[config.mk]
export PLATFORM = sky130hd
export DESIGN_NAME = uart_rx
export DESIGN_NICKNAME = d
export VERILOG_FILES = /design/src/rtl/uart_rx_pkg.sv /design/src/rtl/uart_sync2.sv /design/src/rtl/uart_rx.sv
export SDC_FILE = /design/constraint.sdc
export NUM_CORES = 1
export LEC_CHECK = 0
export ABC_AREA = 1
export BUFFER_PORTS_ARGS = -buffer_cell sky130_fd_sc_hd__buf_4
export CORE_UTILIZATION = 50
export DETAILED_ROUTE_END_ITERATION = 16
export PLACE_DENSITY = 0.7
export SYNTH_ARGS = -nofsm -noshare
export SYNTH_HDL_FRONTEND = slang
export SYNTH_SLANG_ARGS = --single-unit
[constraint.sdc]
create_clock -name clk -period 3.35 [get_ports clk]
set_input_delay 0.335 -clock clk [delete_from_list [all_inputs] [get_ports clk]]
set_output_delay 0.335 -clock clk [all_outputs]
set_load 0.01 [all_outputs]
[src/rtl/uart_rx_pkg.sv]
// Shared UART definitions: receiver/transmitter state encodings.
// Imported by uart_rx now and intended for reuse by uart_tx.
package uart_rx_pkg;

  typedef enum logic [2:0] {
    ST_IDLE,
    ST_START,
    ST_DATA,
    ST_PARITY,
    ST_STOP,
    ST_WAIT_HIGH
  } uart_state_e;

endpackage

[src/rtl/uart_sync2.sv]
// Two-flop synchronizer for an asynchronous single-bit input.
// Reset value is a parameter (1 by default, matching an idle-high line).
// Ports:
//   clk   - system clock
//   reset - synchronous, active-high
//   d     - asynchronous input
//   q     - synchronized output, 2 clk latency
module uart_sync2 #(
  parameter logic RESET_VAL = 1'b1
) (
  input  logic clk,
  input  logic reset,
  input  logic d,
  output logic q
);

  logic meta;

  always_ff @(posedge clk) begin
    if (reset) begin
      meta <= RESET_VAL;
      q    <= RESET_VAL;
    end else begin
      meta <= d;
      q    <= meta;
    end
  end

endmodule

[src/rtl/uart_rx.sv]
// Serial UART receiver with oversampled bit recovery (8N1, optional parity).
// rx_tick is a clk-synchronous enable at BAUD*OVERSAMPLE, never a clock.
// Ports:
//   clk        - system clock
//   reset      - synchronous, active-high
//   rx_tick    - one-clk oversample enable pulse
//   rx         - asynchronous serial input, idle high
//   rx_data    - last received word, LSB first on the line
//   rx_valid   - one-clk pulse: frame complete, data/flags valid
//   frame_err  - stop bit sampled 0 (held until next rx_valid)
//   parity_err - parity mismatch (0 when PARITY_EN=0)
//   busy       - receiver not idle
module uart_rx
  import uart_rx_pkg::*;
#(
  parameter int unsigned DATA_BITS  = 8,
  parameter int unsigned OVERSAMPLE = 8,
  parameter bit          PARITY_EN  = 1'b0,
  parameter bit          PARITY_ODD = 1'b0
) (
  input  logic                 clk,
  input  logic                 reset,
  input  logic                 rx_tick,
  input  logic                 rx,
  output logic [DATA_BITS-1:0] rx_data,
  output logic                 rx_valid,
  output logic                 frame_err,
  output logic                 parity_err,
  output logic                 busy
);

  localparam int unsigned TW = $clog2(OVERSAMPLE);
  localparam int unsigned BW = $clog2(DATA_BITS);
  localparam logic [TW-1:0] TICK_MID  = TW'(OVERSAMPLE / 2 - 1);
  localparam logic [TW-1:0] TICK_LAST = TW'(OVERSAMPLE - 1);
  localparam logic [BW-1:0] BIT_LAST  = BW'(DATA_BITS - 1);

  uart_state_e          state;
  logic [TW-1:0]        tick_cnt;
  logic [BW-1:0]        bit_cnt;
  logic [DATA_BITS-1:0] shreg;
  logic                 par_bit;
  logic                 rx_s;

  uart_sync2 #(.RESET_VAL(1'b1)) u_sync (
    .clk   (clk),
    .reset (reset),
    .d     (rx),
    .q     (rx_s)
  );

  always_ff @(posedge clk) begin
    if (reset) begin
      state      <= ST_IDLE;
      tick_cnt   <= '0;
      bit_cnt    <= '0;
      shreg      <= '0;
      par_bit    <= 1'b0;
      rx_data    <= '0;
      rx_valid   <= 1'b0;
      frame_err  <= 1'b0;
      parity_err <= 1'b0;
      busy       <= 1'b0;
    end else begin
      // rx_valid is the only output not gated by rx_tick, so it never repeats.
      rx_valid <= 1'b0;
      if (rx_tick) begin
        case (state)
          ST_IDLE: begin
            if (!rx_s) begin
              state    <= ST_START;
              tick_cnt <= '0;
              busy     <= 1'b1;
            end
          end
          ST_START: begin
            if (tick_cnt == TICK_MID) begin
              tick_cnt <= '0;
              if (rx_s) begin
                // Line back high at mid start bit: glitch, not a frame.
                state <= ST_IDLE;
                busy  <= 1'b0;
              end else begin
                bit_cnt <= '0;
                state   <= ST_DATA;
              end
            end else begin
              tick_cnt <= tick_cnt + TW'(1);
            end
          end
          ST_DATA: begin
            if (tick_cnt == TICK_LAST) begin
              tick_cnt <= '0;
              shreg    <= {rx_s, shreg[DATA_BITS-1:1]};
              if (bit_cnt == BIT_LAST) begin
                state <= PARITY_EN ? ST_PARITY : ST_STOP;
              end else begin
                bit_cnt <= bit_cnt + BW'(1);
              end
            end else begin
              tick_cnt <= tick_cnt + TW'(1);
            end
          end
          ST_PARITY: begin
            if (tick_cnt == TICK_LAST) begin
              tick_cnt <= '0;
              par_bit  <= rx_s;
              state    <= ST_STOP;
            end else begin
              tick_cnt <= tick_cnt + TW'(1);
            end
          end
          ST_STOP: begin
            if (tick_cnt == TICK_LAST) begin
              tick_cnt   <= '0;
              rx_data    <= shreg;
              rx_valid   <= 1'b1;
              frame_err  <= ~rx_s;
              parity_err <= PARITY_EN ? (par_bit != ((^shreg) ^ PARITY_ODD)) : 1'b0;
              if (rx_s) begin
                // Return at the stop-bit centre so a back-to-back start edge is caught.
                state <= ST_IDLE;
                busy  <= 1'b0;
              end else begin
                state <= ST_WAIT_HIGH;
              end
            end else begin
              tick_cnt <= tick_cnt + TW'(1);
            end
          end
          ST_WAIT_HIGH: begin
            // A held-low line (break) must not be decoded as repeated zero frames.
            if (rx_s) begin
              state <= ST_IDLE;
              busy  <= 1'b0;
            end
          end
          default: begin
            state <= ST_IDLE;
            busy  <= 1'b0;
          end
        endcase
      end
    end
  end

endmodule

==> results_tabular.tex <==
\begin{tabular}{lr}
\hline
Metric & Value \\
\hline
\multicolumn{2}{l}{\textbf{Outcome}} \\
Status & finished clean \\
\multicolumn{2}{l}{\textbf{Global route}} \\
Congestion Overflow GR & 0 \\
Via count of the first global-routing pass & 1110 \\
Initial antenna violation count & 0 \\
Wire length of the first global-routing pass & 4.84 mm \\
Largest net degree at the start of global routing & 26 \\
Global-route total usage across every layer & 0.197 \\
\multicolumn{2}{l}{\textbf{Worst setup path}} \\
Kind of critical path & flop to flop \\
Critical path, cell by cell & ha\_1, ha\_1, nand2\_1, inv\_1, nand3\_2, o21ai\_0, a21oi\_1 \\
Crit-path most repeated cell & sky130\_fd\_sc\_hd\_\_ha\_1 \\
Crit path largest cell delay & 370 ps \\
Sort of element at the end of the critical path & flop \\
CP top delay family & adder cells \\
Data arrival time of the worst path & 1940 ps \\
Critical-path maximum fanout & 17 \\
Critical Path Slowest Stage Cell & sky130\_fd\_sc\_hd\_\_dfxtp\_1 \\
Reg2reg setup slack & 1620 ps \\
Req. time, crit path & 3560 ps \\
Element type at the critical path start & flop \\
Buffering stage count on the worst path with inverters included & 1 \\
\multicolumn{2}{l}{\textbf{Flow run}} \\
Max-cap violation count & 0 \\
\multicolumn{2}{l}{\textbf{STA}} \\
Peak Freq & 577 MHz \\
Final Setup Violations & 0 \\
Fin Setup TNS & 0 ps \\
Max Transition Viols Final & 0 \\
Worst Skew & 5.62 ps \\
Headroom to the max-slew limit & 0.584 \\
Setup repair after global routing missed its margin & false \\
Measured slew at the worst slew-check pin & 623 ps \\
Final critical path time including I/O delays and setup & 1730 ps \\
Final worst path period share & 0.517 \\
Number of hold-slack violations in the final timing report & 0 \\
Worst setup margin & 1620 ps \\
\multicolumn{2}{l}{\textbf{Logic synthesis}} \\
Synthesized net count & 220 \\
Commonest cells in the synthesized netlist & sky130\_fd\_sc\_hd\_\_nand2\_1, sky130\_fd\_sc\_hd\_\_nor2\_1, sky130\_fd\_sc\_hd\_\_dfxtp\_1, sky130\_fd\_sc\_hd\_\_inv\_1, sky130\_fd\_sc\_hd\_\_a21oi\_1 \\
Post-Synthesis Cell Area & 1460 um\^{}2 \\
FFs w/ async S/R, synth & 0 \\
Number of warnings printed during yosys synthesis & 0 \\
Number of storage elements in the synthesis netlist & 30 \\
Fraction of synthesized cell area taken by the top area cell type & 0.410 \\
Avg Cell Area, Syn & 7.00 um\^{}2 \\
Top post-synthesis cells by area & sky130\_fd\_sc\_hd\_\_dfxtp\_1, sky130\_fd\_sc\_hd\_\_nand2\_1, sky130\_fd\_sc\_hd\_\_nor2\_1 \\
Dominant synthesized flop cell & sky130\_fd\_sc\_hd\_\_dfxtp\_1 \\
Count leader, synth & sky130\_fd\_sc\_hd\_\_nand2\_1 \\
Cell count after synthesis & 209 \\
Number of enable-type register cells in the synthesized netlist & 0 \\
Seq/Total Area, Yosys & 0.410 \\
Most area-hungry cell type in the Yosys netlist & sky130\_fd\_sc\_hd\_\_dfxtp\_1 \\
Number of unique standard cell types used by synthesis & 20 \\
\multicolumn{2}{l}{\textbf{Placed design}} \\
Placer congestion estimate & 0.908 \\
Pre-CTS WS & 1640 ps \\
Placed wire-length estimate & 2.08 mm \\
Port Buffer Count & 14 \\
\multicolumn{2}{l}{\textbf{Clocking}} \\
Count of cells resized by post-cts repair & 0 \\
Worst-skew pair later-pin latency & 320 ps \\
Number of hold-repair buffers added at the cts stage & 0 \\
CTS sink cnt & 30 \\
Clock buffers created by TritonCTS & 5 \\
TritonCTS clock tree & done \\
CTS Root Buffer Type & sky130\_fd\_sc\_hd\_\_clkbuf\_4 \\
Max Buffers Root-to-Sink & 2 \\
Level count of the clock H-tree & 2 \\
Clock transition time at the flip-flop clock pins of the worst setup and hold paths & 90 ps \\
Number of buffers added for setup after CTS & 0 \\
\multicolumn{2}{l}{\textbf{Routing}} \\
Initial drt markers & 49 \\
Wirelength per Cell & 10.8 um \\
Iteration count of the initial detailed-routing pass & 4 \\
Sum of routed wire length over all layers & 2.76 mm \\
Detailed-route via count & 1255 \\
Residual DRC count & 0 \\
Final antenna-violating net count & 0 \\
Avg Vias per Cell & 4.90 \\
\multicolumn{2}{l}{\textbf{Floorplanning}} \\
Count of standard-cell rows & 19 \\
Effective utilization at floorplan & 0.531 \\
Horiz. Die Dim & 56.1 um \\
Die Ht & 56.1 um \\
Die ar. & 3150 um\^{}2 \\
Area inside the core boundary & 2760 um\^{}2 \\
Ports placed on the boundary & 16 \\
\multicolumn{2}{l}{\textbf{Cells and area}} \\
Total Nets Final & 236 \\
Share of cells above drive strength 1 & 0.156 \\
ANT cells & 0 \\
Area Growth Syn to Fin & 12.6\% \\
\multicolumn{2}{l}{\textbf{Power and ir drop}} \\
Design Power & 1.02 mW \\
Total leakage power & 0.819 nW \\
Pwr per Cell Area & 618 nW/um\^{}2 \\
Worst vdd ir & 0.582 mV \\
\multicolumn{2}{l}{\textbf{Worst hold path}} \\
Type of the most critical hold path & input pin to flop \\
\hline
\end{tabular}
==> path summary, 6_finish.rpt <==
check	to	from	cells after the start
min	u_sync.meta	rx	2
min reg2reg	u_sync.q	u_sync.meta	1
max	rx_data[6]	tick_cnt[0]	7
max reg2reg	rx_data[6]	tick_cnt[0]	7
==> layer usage <==
metal  wire [um]  global-route usage
met1        1420               0.258
met2        1200               0.303
met3          85              0.0488
met4          51              0.0941
met5           0                   0
==> where the power goes <==
group	switching (mW)	leakage [nW]	internal (mW)	total [mW]
Clock	0.121	0.0443	0.174	0.295
Sequential	0.0441	0.243	0.382	0.427
Combinational	0.197	0.532	0.101	0.298
Total	0.362	0.819	0.657	1.02
==> kinds of logic after synthesis <==
kind of cell / Yosys count / share of synthesized area
AND/OR/NAND/NOR: 98 / 0.294
AO/OA/AOI/OAI: 37 / 0.126
adder cells (fa/ha/maj): 7 / 0.0598
flip-flops: 30 / 0.410
buffers and inverters: 36 / 0.107
other: 1 / 0.00256
==> worst reg2reg max path: stages (launching register included) <==
cell,delay (ps)
sky130_fd_sc_hd__dfxtp_1,370
sky130_fd_sc_hd__ha_1,250
sky130_fd_sc_hd__ha_1,220
sky130_fd_sc_hd__nand2_1,120
sky130_fd_sc_hd__inv_1,100
sky130_fd_sc_hd__nand3_2,230
sky130_fd_sc_hd__o21ai_0,280
sky130_fd_sc_hd__a21oi_1,60
==> registers in the layout, summed over array words and instances, names as in the netlist <==
name	count
rx_data	8
shreg	8
bit_cnt	3
state	3
tick_cnt	3
busy	1
frame_err	1
rx_valid	1
u_sync.meta	1
u_sync.q	1
==> cells in the final DEF (no fill, tap or decap) <==
cell and n:
sky130_fd_sc_hd__o21ai_1 1, sky130_fd_sc_hd__clkbuf_4 5, sky130_fd_sc_hd__nor4_1 1, sky130_fd_sc_hd__ha_1 7, sky130_fd_sc_hd__nor2_4 2, sky130_fd_sc_hd__nand3_2 2
sky130_fd_sc_hd__clkbuf_8 1, sky130_fd_sc_hd__or2_2 2, sky130_fd_sc_hd__nor2_2 4, sky130_fd_sc_hd__a21oi_1 19, sky130_fd_sc_hd__nand2_1 38, sky130_fd_sc_hd__buf_4 14
sky130_fd_sc_hd__inv_2 2, sky130_fd_sc_hd__o21ai_0 17, sky130_fd_sc_hd__nand3_1 10, sky130_fd_sc_hd__dfxtp_1 30, sky130_fd_sc_hd__inv_1 29, sky130_fd_sc_hd__nor2_1 37
sky130_fd_sc_hd__bufinv_16 1, sky130_fd_sc_hd__nand2_2 2, sky130_fd_sc_hd__conb_1 1
==> through the flow <==
| step | hold slack [ps] | util | std cells | instance area (um^2) |
|---|---|---|---|---|
| floorplan | 389 | - | 209 | 1460 |
| global placement | 396 | 0.569 | 249 | 1570 |
| detailed placement | 407 | 0.569 | 249 | 1570 |
| CTS | 180 | 0.598 | 256 | 1650 |
| global route | 179 | 0.598 | 256 | 1650 |
| finish | 185 | 0.598 | 256 | 1650 |
==> area by class of cell <==
| cell class | count | area, um^2 |
|---|---|---|
| clock buffers | 6 | 51.3 |
| flip-flops and latches | 30 | 601 |
| fillers | 281 | 1110 |
| multi-input cells | 143 | 707 |
| inverters | 31 | 116 |
| well taps | 31 | 38.8 |
| repair buffers | 14 | 105 |
| clock inverters | 1 | 30.0 |
(Power assumes the default switching activity.)
